`config.mk`:
```
export PLATFORM = sky130hd
export DESIGN_NAME = p_cacheline_adaptor_flat
export DESIGN_NICKNAME = d
export VERILOG_FILES = /design/src/rtl/p_cacheline_adaptor_if.sv /design/src/rtl/p_cacheline_adaptor.sv /design/src/flat_wrapper.sv
export SDC_FILE = /design/constraint.sdc
export NUM_CORES = 1
export LEC_CHECK = 0
export ABC_AREA = 0
export BUFFER_PORTS_ARGS = -buffer_cell sky130_fd_sc_hd__buf_2
export CORE_AREA = 4 4 273 275
export DETAILED_ROUTE_END_ITERATION = 16
export DIE_AREA = 0 0 277 279
export MAX_ROUTING_LAYER = met4
export PLACE_DENSITY = 0.59
export SYNTH_ARGS = -nofsm -noshare
export SYNTH_HDL_FRONTEND = slang
export SYNTH_SLANG_ARGS = --single-unit
```
`constraint.sdc`:
```
create_clock -name clk -period 41.4 [get_ports clk]
set_clock_uncertainty 0.05 [all_clocks]
set_input_delay 8.28 -clock clk [delete_from_list [all_inputs] [get_ports clk]]
set_output_delay 8.28 -clock clk [all_outputs]
set_load 0.03 [all_outputs]
```
`src/rtl/p_cacheline_adaptor_if.sv`:
```
// Line-side (cache) and burst-side (memory) signals of the cacheline adaptor.
// The adaptor connects through the slave modport; the environment uses master.
interface p_cacheline_adaptor_if #(
  parameter int s_offset = 5,
  parameter int s_beat   = 64
);
  localparam int s_line = 8 * (2 ** s_offset);

  logic [s_line-1:0] line_i;
  logic [s_line-1:0] line_o;
  logic [31:0]       address_i;
  logic              read_i;
  logic              write_i;
  logic              resp_o;
  logic [s_beat-1:0] burst_i;
  logic [s_beat-1:0] burst_o;
  logic [31:0]       address_o;
  logic              read_o;
  logic              write_o;
  logic              resp_i;

  modport slave (
    input  line_i, address_i, read_i, write_i, burst_i, resp_i,
    output line_o, resp_o, burst_o, address_o, read_o, write_o
  );

  modport master (
    output line_i, address_i, read_i, write_i, burst_i, resp_i,
    input  line_o, resp_o, burst_o, address_o, read_o, write_o
  );
endinterface

```
`src/rtl/p_cacheline_adaptor.sv`:
```
// Converts one 256-bit cache line read/write into a four-beat 64-bit memory
// burst, returning a single resp_o pulse per line.
//
// state    | meaning
// IDLE     | waiting for read_i/write_i (read wins)
// RD_BURST | collecting read beats into line_o
// WR_BURST | presenting write-buffer beats on burst_o
// DONE     | one-cycle resp_o pulse, requests ignored
module p_cacheline_adaptor #(
  parameter int s_offset = 5,
  parameter int s_beat   = 64
) (
  input logic                clk,
  input logic                rst,
  p_cacheline_adaptor_if.slave bus
);
  localparam int s_line  = 8 * (2 ** s_offset);
  localparam int n_beats = s_line / s_beat;
  localparam int cw      = $clog2(n_beats);

  typedef enum logic [1:0] {
    IDLE     = 2'd0,
    RD_BURST = 2'd1,
    WR_BURST = 2'd2,
    DONE     = 2'd3
  } state_t;

  state_t state;
  state_t state_nx;

  logic [cw-1:0]                   cnt;
  logic [n_beats-1:0][s_beat-1:0]  wbuf;
  logic [n_beats-1:0][s_beat-1:0]  line_q;
  logic [31:0]                     addr_q;
  logic                            last_beat;

  assign last_beat = (cnt == cw'(n_beats - 1));

  always_ff @(posedge clk or posedge rst) begin
    if (rst) state <= IDLE;
    else     state <= state_nx;
  end

  always_comb begin
    state_nx = state;
    case (state)
      IDLE: begin
        if (bus.read_i)       state_nx = RD_BURST;
        else if (bus.write_i) state_nx = WR_BURST;
      end
      RD_BURST: if (bus.resp_i && last_beat) state_nx = DONE;
      WR_BURST: if (bus.resp_i && last_beat) state_nx = DONE;
      DONE:     state_nx = IDLE;
      default:  state_nx = IDLE;
    endcase
  end

  // Outputs decode registered state only, so resp_i never reaches them combinationally.
  always_comb begin
    bus.read_o  = 1'b0;
    bus.write_o = 1'b0;
    bus.resp_o  = 1'b0;
    bus.burst_o = '0;
    case (state)
      RD_BURST: bus.read_o = 1'b1;
      WR_BURST: begin
        bus.write_o = 1'b1;
        bus.burst_o = wbuf[cnt];
      end
      DONE:     bus.resp_o = 1'b1;
      default:  ;
    endcase
  end

  always_ff @(posedge clk or posedge rst) begin
    if (rst) begin
      cnt    <= '0;
      addr_q <= '0;
      line_q <= '0;
      wbuf   <= '0;
    end else begin
      case (state)
        IDLE: begin
          if (bus.read_i || bus.write_i) begin
            cnt    <= '0;
            addr_q <= {bus.address_i[31:s_offset], {s_offset{1'b0}}};
            if (!bus.read_i) wbuf <= bus.line_i;
          end
        end
        RD_BURST: begin
          if (bus.resp_i) begin
            line_q[cnt] <= bus.burst_i;
            cnt         <= cnt + cw'(1);
          end
        end
        WR_BURST: begin
          if (bus.resp_i) cnt <= cnt + cw'(1);
        end
        default: ;
      endcase
    end
  end

  assign bus.line_o    = line_q;
  assign bus.address_o = addr_q;
endmodule

```
`src/flat_wrapper.sv`:
```
// flat-port wrapper written by rule: the top's interface ports become plain ports
module p_cacheline_adaptor_flat 
#(
  parameter int s_offset = 5,
  parameter int s_beat   = 64
)
  (clk, rst, bus_line_i, bus_address_i, bus_read_i, bus_write_i, bus_burst_i, bus_resp_i, bus_line_o, bus_resp_o, bus_burst_o, bus_address_o, bus_read_o, bus_write_o);
  p_cacheline_adaptor_if #(.s_offset(s_offset), .s_beat(s_beat)) bus_i ();
  input logic clk;
  input logic rst;
  input wire logic [$bits(bus_i.line_i)-1:0] bus_line_i;
  input wire logic [$bits(bus_i.address_i)-1:0] bus_address_i;
  input wire logic [$bits(bus_i.read_i)-1:0] bus_read_i;
  input wire logic [$bits(bus_i.write_i)-1:0] bus_write_i;
  input wire logic [$bits(bus_i.burst_i)-1:0] bus_burst_i;
  input wire logic [$bits(bus_i.resp_i)-1:0] bus_resp_i;
  output wire logic [$bits(bus_i.line_o)-1:0] bus_line_o;
  output wire logic [$bits(bus_i.resp_o)-1:0] bus_resp_o;
  output wire logic [$bits(bus_i.burst_o)-1:0] bus_burst_o;
  output wire logic [$bits(bus_i.address_o)-1:0] bus_address_o;
  output wire logic [$bits(bus_i.read_o)-1:0] bus_read_o;
  output wire logic [$bits(bus_i.write_o)-1:0] bus_write_o;
  assign bus_i.line_i = bus_line_i;
  assign bus_i.address_i = bus_address_i;
  assign bus_i.read_i = bus_read_i;
  assign bus_i.write_i = bus_write_i;
  assign bus_i.burst_i = bus_burst_i;
  assign bus_i.resp_i = bus_resp_i;
  assign bus_line_o = bus_i.line_o;
  assign bus_resp_o = bus_i.resp_o;
  assign bus_burst_o = bus_i.burst_o;
  assign bus_address_o = bus_i.address_o;
  assign bus_read_o = bus_i.read_o;
  assign bus_write_o = bus_i.write_o;
  p_cacheline_adaptor #(.s_offset(s_offset), .s_beat(s_beat)) u_core (.clk(clk), .rst(rst), .bus(bus_i));
endmodule
```
Word-level counts from Yosys, hierarchy flattened
Cells that the tools add are included.
W data, S select, Z words.
{"block": "word_totals", "reg_bits": 543, "input_bits": 357, "output_inout_bits": 355, "wordCells": 50}
{"block": "op_classes", "add_sub_neg": 1, "n_lt_le_gt_ge": 2, "eq_ne": 8, "n_mux": 16, "n_bitwise": 1, "reduce_logical": 11}
{"cell": "$bwmux W256", "n": 1}
{"cell": "$mux W64", "n": 3}
{"cell": "$bmux W64 S2", "n": 1}
{"cell": "$demux W64 S2", "n": 1}
{"cell": "$mux W2", "n": 5}
{"cell": "$eq A2 B2 Y1 const B", "n": 3}
{"cell": "$ne A2 B1 Y1 const B", "n": 3}
{"cell": "$pmux W2 S3", "n": 1}
{"cell": "$reduce_and A2 Y1", "n": 3}
{"cell": "$reduce_and A3 Y1", "n": 2}
{"cell": "$pmux W2 S2", "n": 1}
{"cell": "$lt A2 B3 Y1 const B", "n": 1}
{"cell": "$mux W1", "n": 3}
{"cell": "$ne A3 B3 Y1 const B", "n": 1}
{"cell": "$add A2 B1 Y2 const B", "n": 1}
{"cell": "$eq A2 B1 Y1 const B", "n": 1}
{"cell": "$ge A2 B1 Y1 const B", "n": 1}
{"cell": "$logic_and A1 B1 Y1", "n": 2}
{"cell": "$logic_not A2 Y1", "n": 1}
{"cell": "$reduce_bool A2 Y1", "n": 1}
{"cell": "$reduce_or A2 Y1", "n": 1}
{"cell": "$logic_or A1 B1 Y1", "n": 1}
{"cell": "$not A1 Y1", "n": 1}

Logic depth before layout (Yosys ltp)
{"block": "logic_depth", "ltp_word": 5, "depth_mapped": 7, "ltp_nobuf": 5}

Least setup slack after synthesis
OpenSTA, ideal clock, no wires.
{"block": "synth_path", "path_kind": "reg-to-output", "startpoint": "register u_core.state[0]", "endpoint": "output port bus_burst_o[10]", "t_arrival_ps": 1598, "required_ps": 33070, "setup_slack_ps": 31472, "stages_incl_launch_ff": 6, "path_buffers": 2, "cell_sequence": "dfrtp_1 > inv_1 > ha_1 > buf_1 > clkbuf_1 > and2_1"}
{"block": "synth_between", "elab_chain_cells": 2}
{"element": "start, declared", "line_no": "p_cacheline_adaptor.sv:28", "text": "state_t state;"}
{"element": "start signal, assigned", "line_no": "p_cacheline_adaptor.sv:41", "text": "else state <= state_nx;"}
{"element": "$eq A2 B2 Y1", "line_no": "p_cacheline_adaptor.sv:64", "text": "case (state)"}
{"element": "$mux W64", "line_no": "p_cacheline_adaptor.sv:64"}
{"element": "end, declared", "line_no": "flat_wrapper.sv:19", "text": "output wire logic [$bits(bus_i.burst_o)-1:0] bus_burst_o;"}
Every way passes these cells.

Final worst setup path
{"block": "layout_path", "startpoint": "register u_core.cnt[0]", "endpoint": "output port bus_burst_o[1]"}
{"block": "layout_between", "elab_chain_cells": 3}
{"element": "start, declared", "line_no": "p_cacheline_adaptor.sv:31", "text": "logic [cw-1:0] cnt;"}
{"element": "start signal, assigned", "line_no": "p_cacheline_adaptor.sv:93", "text": "cnt <= cnt + cw'(1);"}
{"element": "start signal, assigned", "line_no": "p_cacheline_adaptor.sv:97", "text": "if (bus.resp_i) cnt <= cnt + cw'(1);"}
{"element": "$bmux W64 S2", "line_no": "p_cacheline_adaptor.sv:68", "text": "bus.burst_o = wbuf[cnt];"}
{"element": "$mux W64 (implied by the code)", "line_no": "p_cacheline_adaptor.sv:68"}
{"element": "$mux W64", "line_no": "p_cacheline_adaptor.sv:64"}
Every way passes these cells. The select of a mux whose other input is x is not followed.

==> reports/qor.log <==
[status] outcome completed
[clocking] number of clock buffers inserted by TritonCTS 59
[cells_and_area] net total in the final layout 2,393
[place] final estimated routing congestion in global placement 0.877
[timing] setup repair after global routing missed its margin no
[critical_path] worst-case register-to-register setup slack 37.53 ns
[logic_synthesis] area fraction of the dominant cell type after synthesis 0.602
[clocking] number of setup buffers added after CTS 0
[critical_path] Worst setup endpoint bus_burst_o[1]
[critical_path] cells traversed along the worst timing path buf_4 > mux4_2 > and2_1 > buf_2
[floorplan] Chip Width 277 um
[clocking] clock slew seen by the registers of the worst setup and hold paths 0.07 ns
[clocking] CTS max path bufs 3
[critical_path] critical path data required time 33.07 ns
[cells_and_area] Synth-to-Final Area Change 27.4%
[clocking] clock net sink count 543
[run] Max Cap Viol 0
[global_routing] largest net degree at the start of global routing 148
[global_routing] wire length of the first global-routing pass 98,700 um
[logic_synthesis] Yosys warning count 0
[clocking] Max H-tree Level 2
[critical_path] start point of the critical path u_core.cnt[0]
[cells_and_area] ratio of cells with drive above 1 in the final layout 0.689
[route] DRC Markers 0
[logic_synthesis] cell area after synthesis 22,600 um^2
[route] final WL 65,400 um
[timing] final hold violation count 0
[critical_path] FF-to-FF Start u_core.state[0]
[place] hpwl dp 47,500 um
[floorplan] Ports 712
[clocking] root buf cell sky130_fd_sc_hd__clkbuf_16
[floorplan] effective utilization at floorplan 0.312
[place] count of buffers inserted at the top-level ports 701
[route] drt pass-1 iters 5
[clocking] post-cts repair resize count 0
[floorplan] area of the die 77,300 um^2
[critical_path] startpoint-to-endpoint class of the critical path reg2out
[power_and_ir_drop] total leakage power 0.0141 uW
[power_and_ir_drop] Final Power 2510 uW
[route] via count of the routed design 14,000
[timing] final worst path period need 11.66 ns
[critical_path] worst endpoint data arrival time 3.33 ns
[logic_synthesis] proportion of synthesized chip area in sequential cells 0.602
[timing] count of final setup violators 0
[global_routing] via count of the first global-routing pass 15,900
[critical_path] Worst Path Max Fanout 44
[timing] setup TNS 0 ns
[clocking] CTS tree yes
[global_routing] antenna violations before repair 21
[timing] Rel. slew slack 0.219
[floorplan] floorplan row count 99
[place] placed inst area 26,700 um^2
[timing] highest achievable clock rate 0.0857 GHz
[critical_path] slowest stage delay, CP 0.84 ns
[min_path] path category of the worst min-delay check reg2reg
[route] number of vias per cell 4.58
[route] detailed router's first-iteration violation count 517
[logic_synthesis] Unique masters post-synth 24
[power_and_ir_drop] power density normalized to cell area 87.2 nW/um^2
[global_routing] leftover overflow at the end of global routing 0
[cells_and_area] final standard cell area without fillers 28,700 um^2
[timing] max-slew violation count 0
[floorplan] floorplan core area 72,300 um^2
[clocking] post-cts hold buffer count 0
[global_routing] all-layer global routing usage 0.170
[logic_synthesis] Cells after Synth 1,328
[timing] final worst-path cycle share 0.282
[logic_synthesis] average cell area after synthesis 17.0 um^2
[logic_synthesis] most area-hungry cell type in the Yosys netlist sky130_fd_sc_hd__dfrtp_1
[critical_path] reg2reg end u_core.wbuf[52]
[route] wire length per cell after detailed routing 21.4 um
[timing] slew of the pin with the lowest slew margin 1.17 ns
[cells_and_area] filler cell count 6,840
[route] antenna-violating nets left 0
[critical_path] kind of end point of the critical path output pin
[floorplan] Die H 279 um
[critical_path] crit path launch type register
[critical_path] cell with the largest stage delay on the worst path sky130_fd_sc_hd__buf_4
[critical_path] worst reg-to-reg path cell count 6
[clocking] clk_lat worst skew 0.61 ns
[power_and_ir_drop] Peak VDD IR 52.6 uV
[logic_synthesis] top post-synthesis cells by area sky130_fd_sc_hd__dfrtp_1 (60%), sky130_fd_sc_hd__mux2_2 (27%), sky130_fd_sc_hd__mux4_2 (6.4%), sky130_fd_sc_hd__buf_6 (2.7%), sky130_fd_sc_hd__and2_1 (1.8%)
[logic_synthesis] number of synthesized register bits 543
## Yosys cell counts, drive strengths merged
library cell / instances
mux4: 64
nand3b: 1
nand2: 2
a21boi: 1
a221oi: 1
nor2: 2
inv: 6
o21ai: 4
buf: 75
nor2b: 1
mux2i: 3
dfrtp: 543
a21oi: 1
mux2: 539
clkbuf: 7
ha: 8
o21a: 1
nand3: 4
conb: 1
and2: 64
## stage by stage
step | setup slack, ns | std cells | hold slack (ns) | util
2_1_floorplan | 17.89 | 1332 | 0.424 | -
3_3_place_gp | 29.91 | 2926 | 0.431 | 0.369
3_5_place_dp | 29.87 | 2926 | 0.437 | 0.369
4_1_cts | 29.51 | 3037 | 0.451 | 0.396
5_1_grt | 29.43 | 3053 | 0.461 | 0.397
6_report | 29.74 | 3053 | 0.449 | 0.397
## critical path, delay by kind of cell, from the launching register on
family	cells	cell delay (ns)
buffers and inverters	2	1.01
flip-flops	1	0.82
multiplexers	1	0.67
AND/OR/NAND/NOR	1	0.18
## where the power goes
group          switching [uW]  internal, uW
sequential                137           784
clock                     222           309
combinational             614           440
total                     972          1530
## area by class of cell
cell class,count,area [um^2],share of cell area
Sequential cell,543,13600,0.473
Multi-Input combinational cell,701,8230,0.286
Timing Repair Buffer,717,3640,0.127
Clock buffer,87,1760,0.0613
Tap cell,959,1200,0.0418
Clock inverter,24,228,0.00793
Antenna cell,16,40.0,0.00139
Inverter,6,30.0,0.00105
## metal layers
| metal | share of wire | track usage | vias to the layer above |
|---|---|---|---|
| li1 | - | - | 6196 |
| met2 | 0.50 | 0.286 | 534 |
| met5 | 0 | - | - |
| met1 | 0.38 | 0.191 | 7146 |
| met4 | 0.026 | 0.0523 | 0 |
| met3 | 0.086 | 0.0579 | 106 |
## registers in the layout, summed over array words and instances (netlist names)
name                  count
u_core.state              2
u_core.bus.address_o     27
u_core.wbuf             256
u_core.bus.line_o       256
u_core.cnt                2
## cells by family after synthesis
family / count (synthesis) / synth area share
adders and majority gates: 8 / 0.00444
AOI/OAI and AO/OA: 8 / 0.00233
DFF: 543 / 0.602
buffers and inverters: 88 / 0.0348
and+or+nand+nor: 74 / 0.0214
muxes: 606 / 0.334
other: 1 / 0.000166
## cell usage in the layout, fill, tap and decap left out, types with 13 or more instances in the layout
cell / count
sky130_fd_sc_hd__clkinv_2: 13
sky130_fd_sc_hd__mux2_2: 539
sky130_fd_sc_hd__clkbuf_16: 59
sky130_fd_sc_hd__dfrtp_1: 541
sky130_fd_sc_hd__mux4_2: 64
sky130_fd_sc_hd__clkbuf_8: 18
sky130_fd_sc_hd__diode_2: 16
sky130_fd_sc_hd__buf_2: 701
sky130_fd_sc_hd__buf_4: 15
sky130_fd_sc_hd__and2_1: 64
## how the worst min path moves through the flow
| stage | cells past startpoint | slack, ns | end | start |
|---|---|---|---|---|
| after CTS | 1 | 0.45 | u_core.bus.line_o[103] | u_core.bus.line_o[103] |
| after detailed placement | 1 | 0.44 | u_core.bus.line_o[251] | u_core.bus.line_o[251] |
| after floorplan | 1 | 0.42 | u_core.wbuf[128] | u_core.wbuf[128] |
| after global placement | 1 | 0.43 | u_core.wbuf[254] | u_core.wbuf[254] |
| after global routing | 1 | 0.46 | u_core.wbuf[188] | u_core.wbuf[188] |
| final | 1 | 0.45 | u_core.bus.address_o[19] | u_core.bus.address_o[19] |
(Power assumes the default switching activity.)
